`config.mk`:
```
export PLATFORM = sky130hd
export DESIGN_NAME = bus_slave_port
export DESIGN_NICKNAME = d
export VERILOG_FILES = /design/src/rtl/bus_slave_port.sv
export SDC_FILE = /design/constraint.sdc
export NUM_CORES = 1
export LEC_CHECK = 0
export BUFFER_PORTS_ARGS = -buffer_cell sky130_fd_sc_hd__buf_4
export CAP_MARGIN = 30
export CORE_UTILIZATION = 55
export CTS_BUF_LIST = sky130_fd_sc_hd__clkbuf_2
export DETAILED_ROUTE_END_ITERATION = 10
export GPL_TIMING_DRIVEN = 0
export PLACE_DENSITY_LB_ADDON = 0.25
export SYNTH_ARGS = -nofsm -noshare
export SYNTH_HDL_FRONTEND = slang
export SYNTH_SLANG_ARGS = --single-unit
```
`constraint.sdc`:
```
create_clock -name clk -period 2.1 [get_ports clk]
set_input_delay 0.21 -clock clk [delete_from_list [all_inputs] [get_ports clk]]
set_output_delay 0.21 -clock clk [all_outputs]
set_load 0.02 [all_outputs]
```
`src/rtl/bus_slave_port.sv`:
```
// Serial-to-parallel bus slave: shifts in an LSB-first address and write data,
// strobes local memory, and streams read data back to the master LSB-first.
module bus_slave_port #(
    parameter int ADDR_WIDTH = 12,
    parameter int DATA_WIDTH = 8
) (
    input  logic                  clk,
    input  logic                  rst,
    input  logic                  m_valid,
    input  logic                  m_wdata,
    input  logic                  m_mode,
    output logic                  s_ready,
    output logic                  s_rvalid,
    output logic                  s_rdata,
    output logic [ADDR_WIDTH-1:0] mem_addr,
    output logic [DATA_WIDTH-1:0] mem_wdata,
    output logic                  mem_wen,
    output logic                  mem_ren,
    input  logic [DATA_WIDTH-1:0] mem_rdata,
    input  logic                  mem_rvalid
);

    localparam int MAXW = (ADDR_WIDTH > DATA_WIDTH) ? ADDR_WIDTH : DATA_WIDTH;
    localparam int CW = $clog2(MAXW + 1);
    // Address bit 0 arrives in IDLE, so ADDR only counts the remaining bits.
    localparam int ALAST = (ADDR_WIDTH > 1) ? ADDR_WIDTH - 2 : 0;
    localparam int DLAST = DATA_WIDTH - 1;

    typedef enum logic [2:0] {
        IDLE,
        ADDR,
        WDATA,
        MEMWR,
        MEMRD,
        RDATA
    } state_t;

    state_t                state;
    state_t                state_nxt;
    logic [CW-1:0]         cnt;
    logic                  mode_q;
    logic [ADDR_WIDTH-1:0] addr_q;
    logic [DATA_WIDTH-1:0] wdata_q;
    logic [DATA_WIDTH-1:0] rdata_q;
    logic [ADDR_WIDTH-1:0] addr_shift;
    logic [DATA_WIDTH-1:0] wdata_shift;
    logic                  addr_last;
    logic                  data_last;
    logic                  bit_adv;

    assign addr_shift  = (addr_q >> 1) | (ADDR_WIDTH'(m_wdata) << (ADDR_WIDTH - 1));
    assign wdata_shift = (wdata_q >> 1) | (DATA_WIDTH'(m_wdata) << (DATA_WIDTH - 1));

    assign addr_last = (cnt == CW'(ALAST));
    assign data_last = (cnt == CW'(DLAST));

    assign bit_adv = (((state == ADDR) || (state == WDATA)) && m_valid)
                   || (state == RDATA);

    always_comb begin
        state_nxt = state;
        unique case (state)
            IDLE: begin
                if (m_valid) begin
                    if (ADDR_WIDTH == 1) begin
                        state_nxt = m_mode ? WDATA : MEMRD;
                    end else begin
                        state_nxt = ADDR;
                    end
                end
            end
            ADDR: begin
                if (m_valid && addr_last) begin
                    state_nxt = mode_q ? WDATA : MEMRD;
                end
            end
            WDATA: begin
                if (m_valid && data_last) begin
                    state_nxt = MEMWR;
                end
            end
            MEMWR: state_nxt = IDLE;
            MEMRD: begin
                if (mem_rvalid) begin
                    state_nxt = RDATA;
                end
            end
            RDATA: begin
                if (data_last) begin
                    state_nxt = IDLE;
                end
            end
            default: state_nxt = IDLE;
        endcase
    end

    always_ff @(posedge clk or posedge rst) begin
        if (rst) begin
            state    <= IDLE;
            cnt      <= '0;
            mode_q   <= 1'b0;
            addr_q   <= '0;
            wdata_q  <= '0;
            rdata_q  <= '0;
            s_ready  <= 1'b1;
            s_rvalid <= 1'b0;
            mem_wen  <= 1'b0;
            mem_ren  <= 1'b0;
        end else begin
            state <= state_nxt;

            if (state_nxt != state) begin
                cnt <= '0;
            end else if (bit_adv) begin
                cnt <= cnt + 1'b1;
            end

            if (state == IDLE && m_valid) begin
                mode_q <= m_mode;
            end

            if ((state == IDLE || state == ADDR) && m_valid) begin
                addr_q <= addr_shift;
            end

            if (state == WDATA && m_valid) begin
                wdata_q <= wdata_shift;
            end

            // Read data is shifted right so bit 0 always drives s_rdata.
            if (state == MEMRD && mem_rvalid) begin
                rdata_q <= mem_rdata;
            end else if (state == RDATA) begin
                rdata_q <= rdata_q >> 1;
            end

            s_ready  <= (state_nxt == IDLE);
            s_rvalid <= (state_nxt == RDATA);
            mem_wen  <= (state_nxt == MEMWR);
            mem_ren  <= (state_nxt == MEMRD) && (state != MEMRD);
        end
    end

    assign s_rdata   = s_rvalid & rdata_q[0];
    assign mem_addr  = addr_q;
    assign mem_wdata = wdata_q;

endmodule

```
==> flow_metrics.tcl <==
set metrics [dict create \
    gr-total-overflow 0 \
    status "completed" \
    placed_cells 227 \
    multiInputGateArea_um2 701.9 \
    critPathMaxStageDelay_ns 0.45 \
    seqCellArea_um2 1002 \
    holdCritStartpoint "mem_rdata[1]" \
    layout.nets 210 \
    crit_path_end_kind "register" \
    h-tree-depth 2 \
    io_pins 39 \
    p_leak_nw 1.113 \
    final_layout_size_suffix_gt1_share_pct 41.54 \
    ant_nets 0 \
    antenna_found_initial 0 \
    final_util_pct 73.28 \
    yosysTopAreaCell "dfrtp_1" \
    wl_per_cell_um 13.82 \
    worstMarginPinSlew_ns 0.7264 \
    syn_avg_cell_area_um2 12.27 \
    max_slew_margin_pct 51.52 \
    clk_latency_ns 0.41 \
    port_buffers 38 \
    routabilityCongestion 0.8786 \
    hold_viol 0 \
    drtIter0Drc 45 \
    track_usage_pct 21.97 \
    min_period_ns 1.775 \
    viasPerCell 5.381 \
    path_max_fanout 10 \
    area_growth_pct 26.63 \
    root_buffer "clkbuf_2" \
    r2r_slack_ns 0.33 \
    die_x_um 58.68 \
    grt_max_degree 25 \
    die-height_um 58.68 \
    worst-r2r-cell-count 5 \
    wl_mm 3.303 \
    drt_first_pass_iters 4 \
    drv_slew 0 \
    synth_cell_types 41 \
    die_area_um2 3443 \
    grt_setup_unrepaired "false" \
    vias 1286 \
    syn_nets 160 \
    ys_top_cells_by_count "dfrtp_1 (39), mux2_2 (21), nand2_1 (18)" \
    crit_required_ns 2.41 \
    synth_area_leaders "dfrtp_1 (55%), mux2_2 (13%), nand2_1 (3.8%)" \
    clk_pin_slew_ns 0.19 \
    grt_pass1_wl_mm 5.520 \
    min_path_cells 3 \
    vdd_drop_max_mv 0.8971 \
    r2r_start "state[1]" \
    crit_family "simple AND/OR/NAND/NOR gates" \
    drv_cap 0 \
    hold_end "rdata_q[1]" \
    antennaDiodeCount 0 \
    total_power_mw 2.706 \
    worstSetupPathType "reg -> reg" \
    hpwl_mm 2.313 \
    clock-sinks 40 \
    cpMostUsedCell "buf_4" \
    fin_setup_tns_ns 0 \
    fin_cells 239 \
    ys_seq_area_share_pct 56.73 \
    synth.ff_latch_count 40 \
    cts_setup_buffers 0 \
    hold_path.class "in -> reg" \
    synth_ff_type "dfrtp_1" \
    start_kind "register" \
    finalSetupViolations 0 \
    row_count 20 \
    syn_area_um2 1767 \
    nFillCells 234 \
    synth_async_sr_flop_share_pct 100.0 \
    synth.top_cell.area_share_pct 55.24 \
    yosysMostFrequentCell "dfrtp_1" \
    slowest_stage "dfrtp_1" \
    fmax_ghz 0.5634 \
    crit_chain "buf_4 > nor2_1 > and2_0 > buf_4 > mux2_2" \
    start_util_pct 57.87 \
    syn-instance-count 144 \
    yosys_warnings 0 \
    r2r_end "mem_addr[11]" \
    drcViolationCount 0 \
    core_um2 3053 \
    final.setup_skew_ns 0.01900 \
    crit_arrival_ns 2.08 \
    fin_crit_sh_pct 84.52 \
    cts_tree "yes" \
    cts_buffers 5 \
    first_global_vias 1209 \
    cellPowerDensity_nw_per_um2 1210 \
    whs_ns 0.005857 \
    synth_edf_count 0 \
    clockBufferDepth 2 \
    worstPathBufferInverterCount 2 \
]
## layout by cell type, fill, tap and decap left out, types with 2 or more instances in the layout
| cell | n |
|---|---|
| ha_1 | 2 |
| dfrtp_1 | 39 |
| mux2_2 | 21 |
| buf_2 | 2 |
| nor2_1 | 5 |
| buf_4 | 40 |
| a21oi_1 | 3 |
| a22oi_1 | 8 |
| nand3_1 | 2 |
| dlygate4sd3_1 | 4 |
| clkbuf_2 | 5 |
| a22o_1 | 2 |
| nand2_1 | 18 |
| clkinv_1 | 2 |
| inv_1 | 6 |
| o21ai_0 | 4 |
| nand3b_1 | 2 |
| or3_1 | 2 |
## power breakdown
| part | total (mW) | switching, mW | leakage (nW) | internal, mW |
|---|---|---|---|---|
| Clock | 0.445 | 0.251 | 0.0380 | 0.194 |
| Sequential | 1.19 | 0.178 | 0.514 | 1.01 |
| Combinational | 1.07 | 0.551 | 0.560 | 0.517 |
| Total | 2.71 | 0.980 | 1.11 | 1.73 |
## how the worst max path moves through the flow
stage | slack (ns) | from | end | cells past startpoint
global placement | 0.40 | state[1] | mem_addr[4] | 5
global route | 0.20 | state[1] | mem_addr[11] | 5
detailed placement | 0.31 | state[1] | mem_addr[7] | 5
finish | 0.33 | state[1] | mem_addr[11] | 5
floorplan | 0.57 | state[1] | mem_addr[11] | 5
CTS | 0.30 | state[1] | mem_addr[11] | 5
## layer usage
metal | up-vias | share of wire (%) | track usage (%)
met3 | 7 | 5.7 | 5.275
met5 | - | 0 | 0
met4 | 0 | 2.1 | 11.22
met2 | 44 | 49 | 35.30
li1 | 608 | - | -
met1 | 627 | 43 | 27.92
## cell type report
type	count	share of cell area, %
plain buffers	6	1.790
flip-flops and latches	40	44.80
well taps	44	2.461
repair buffers	43	15.77
multi-input cells	92	31.38
inverters	6	1.007
clock buffers	5	1.119
clock inverters	3	1.678
## per-stage QoR
step	instance area, µm²	setup slack (ns)
6_report	2237	0.3250
4_1_cts	2207	0.2971
5_1_grt	2237	0.2023
2_1_floorplan	1767	0.5736
3_5_place_dp	2135	0.3106
3_3_place_gp	2107	0.3976
## flip-flops by register name, summed over array words and instances (netlist names)
signal     flops
cnt            4
mem_addr      12
mem_ren        1
mem_wdata      8
mem_wen        1
mode_q         1
rdata_q        8
s_ready        1
s_rvalid       1
state          3
## worst register-to-register path, cell delays in order, from the launching register on
cell	delay (ns)
dfrtp_1	0.45
buf_4	0.18
nor2_1	0.20
and2_0	0.28
buf_4	0.24
mux2_2	0.35
## kinds of logic (layout without fill, tap and decap cells)
kind of cell | after synthesis | after routing | share of synthesized area [%]
AO/OA/AOI/OAI | 25 | 25 | 10.48
XOR/XNOR | 1 | 1 | 0.4958
adder cells (fa/ha/maj) | 2 | 2 | 1.416
buffers and inverters | 12 | 63 | 3.541
flip-flops | 40 | 40 | 56.73
multiplexers | 22 | 22 | 13.95
AND/OR/NAND/NOR | 42 | 42 | 13.39
## timing repair
| item | 4_1_cts | 5_1_grt |
|---|---|---|
| endpoints found under the hold margin | 16 | 3 |
| hold buffers | 1 | 3 |
| resized for setup | 0 | 0 |
Power figures use the tool's default switching activity.
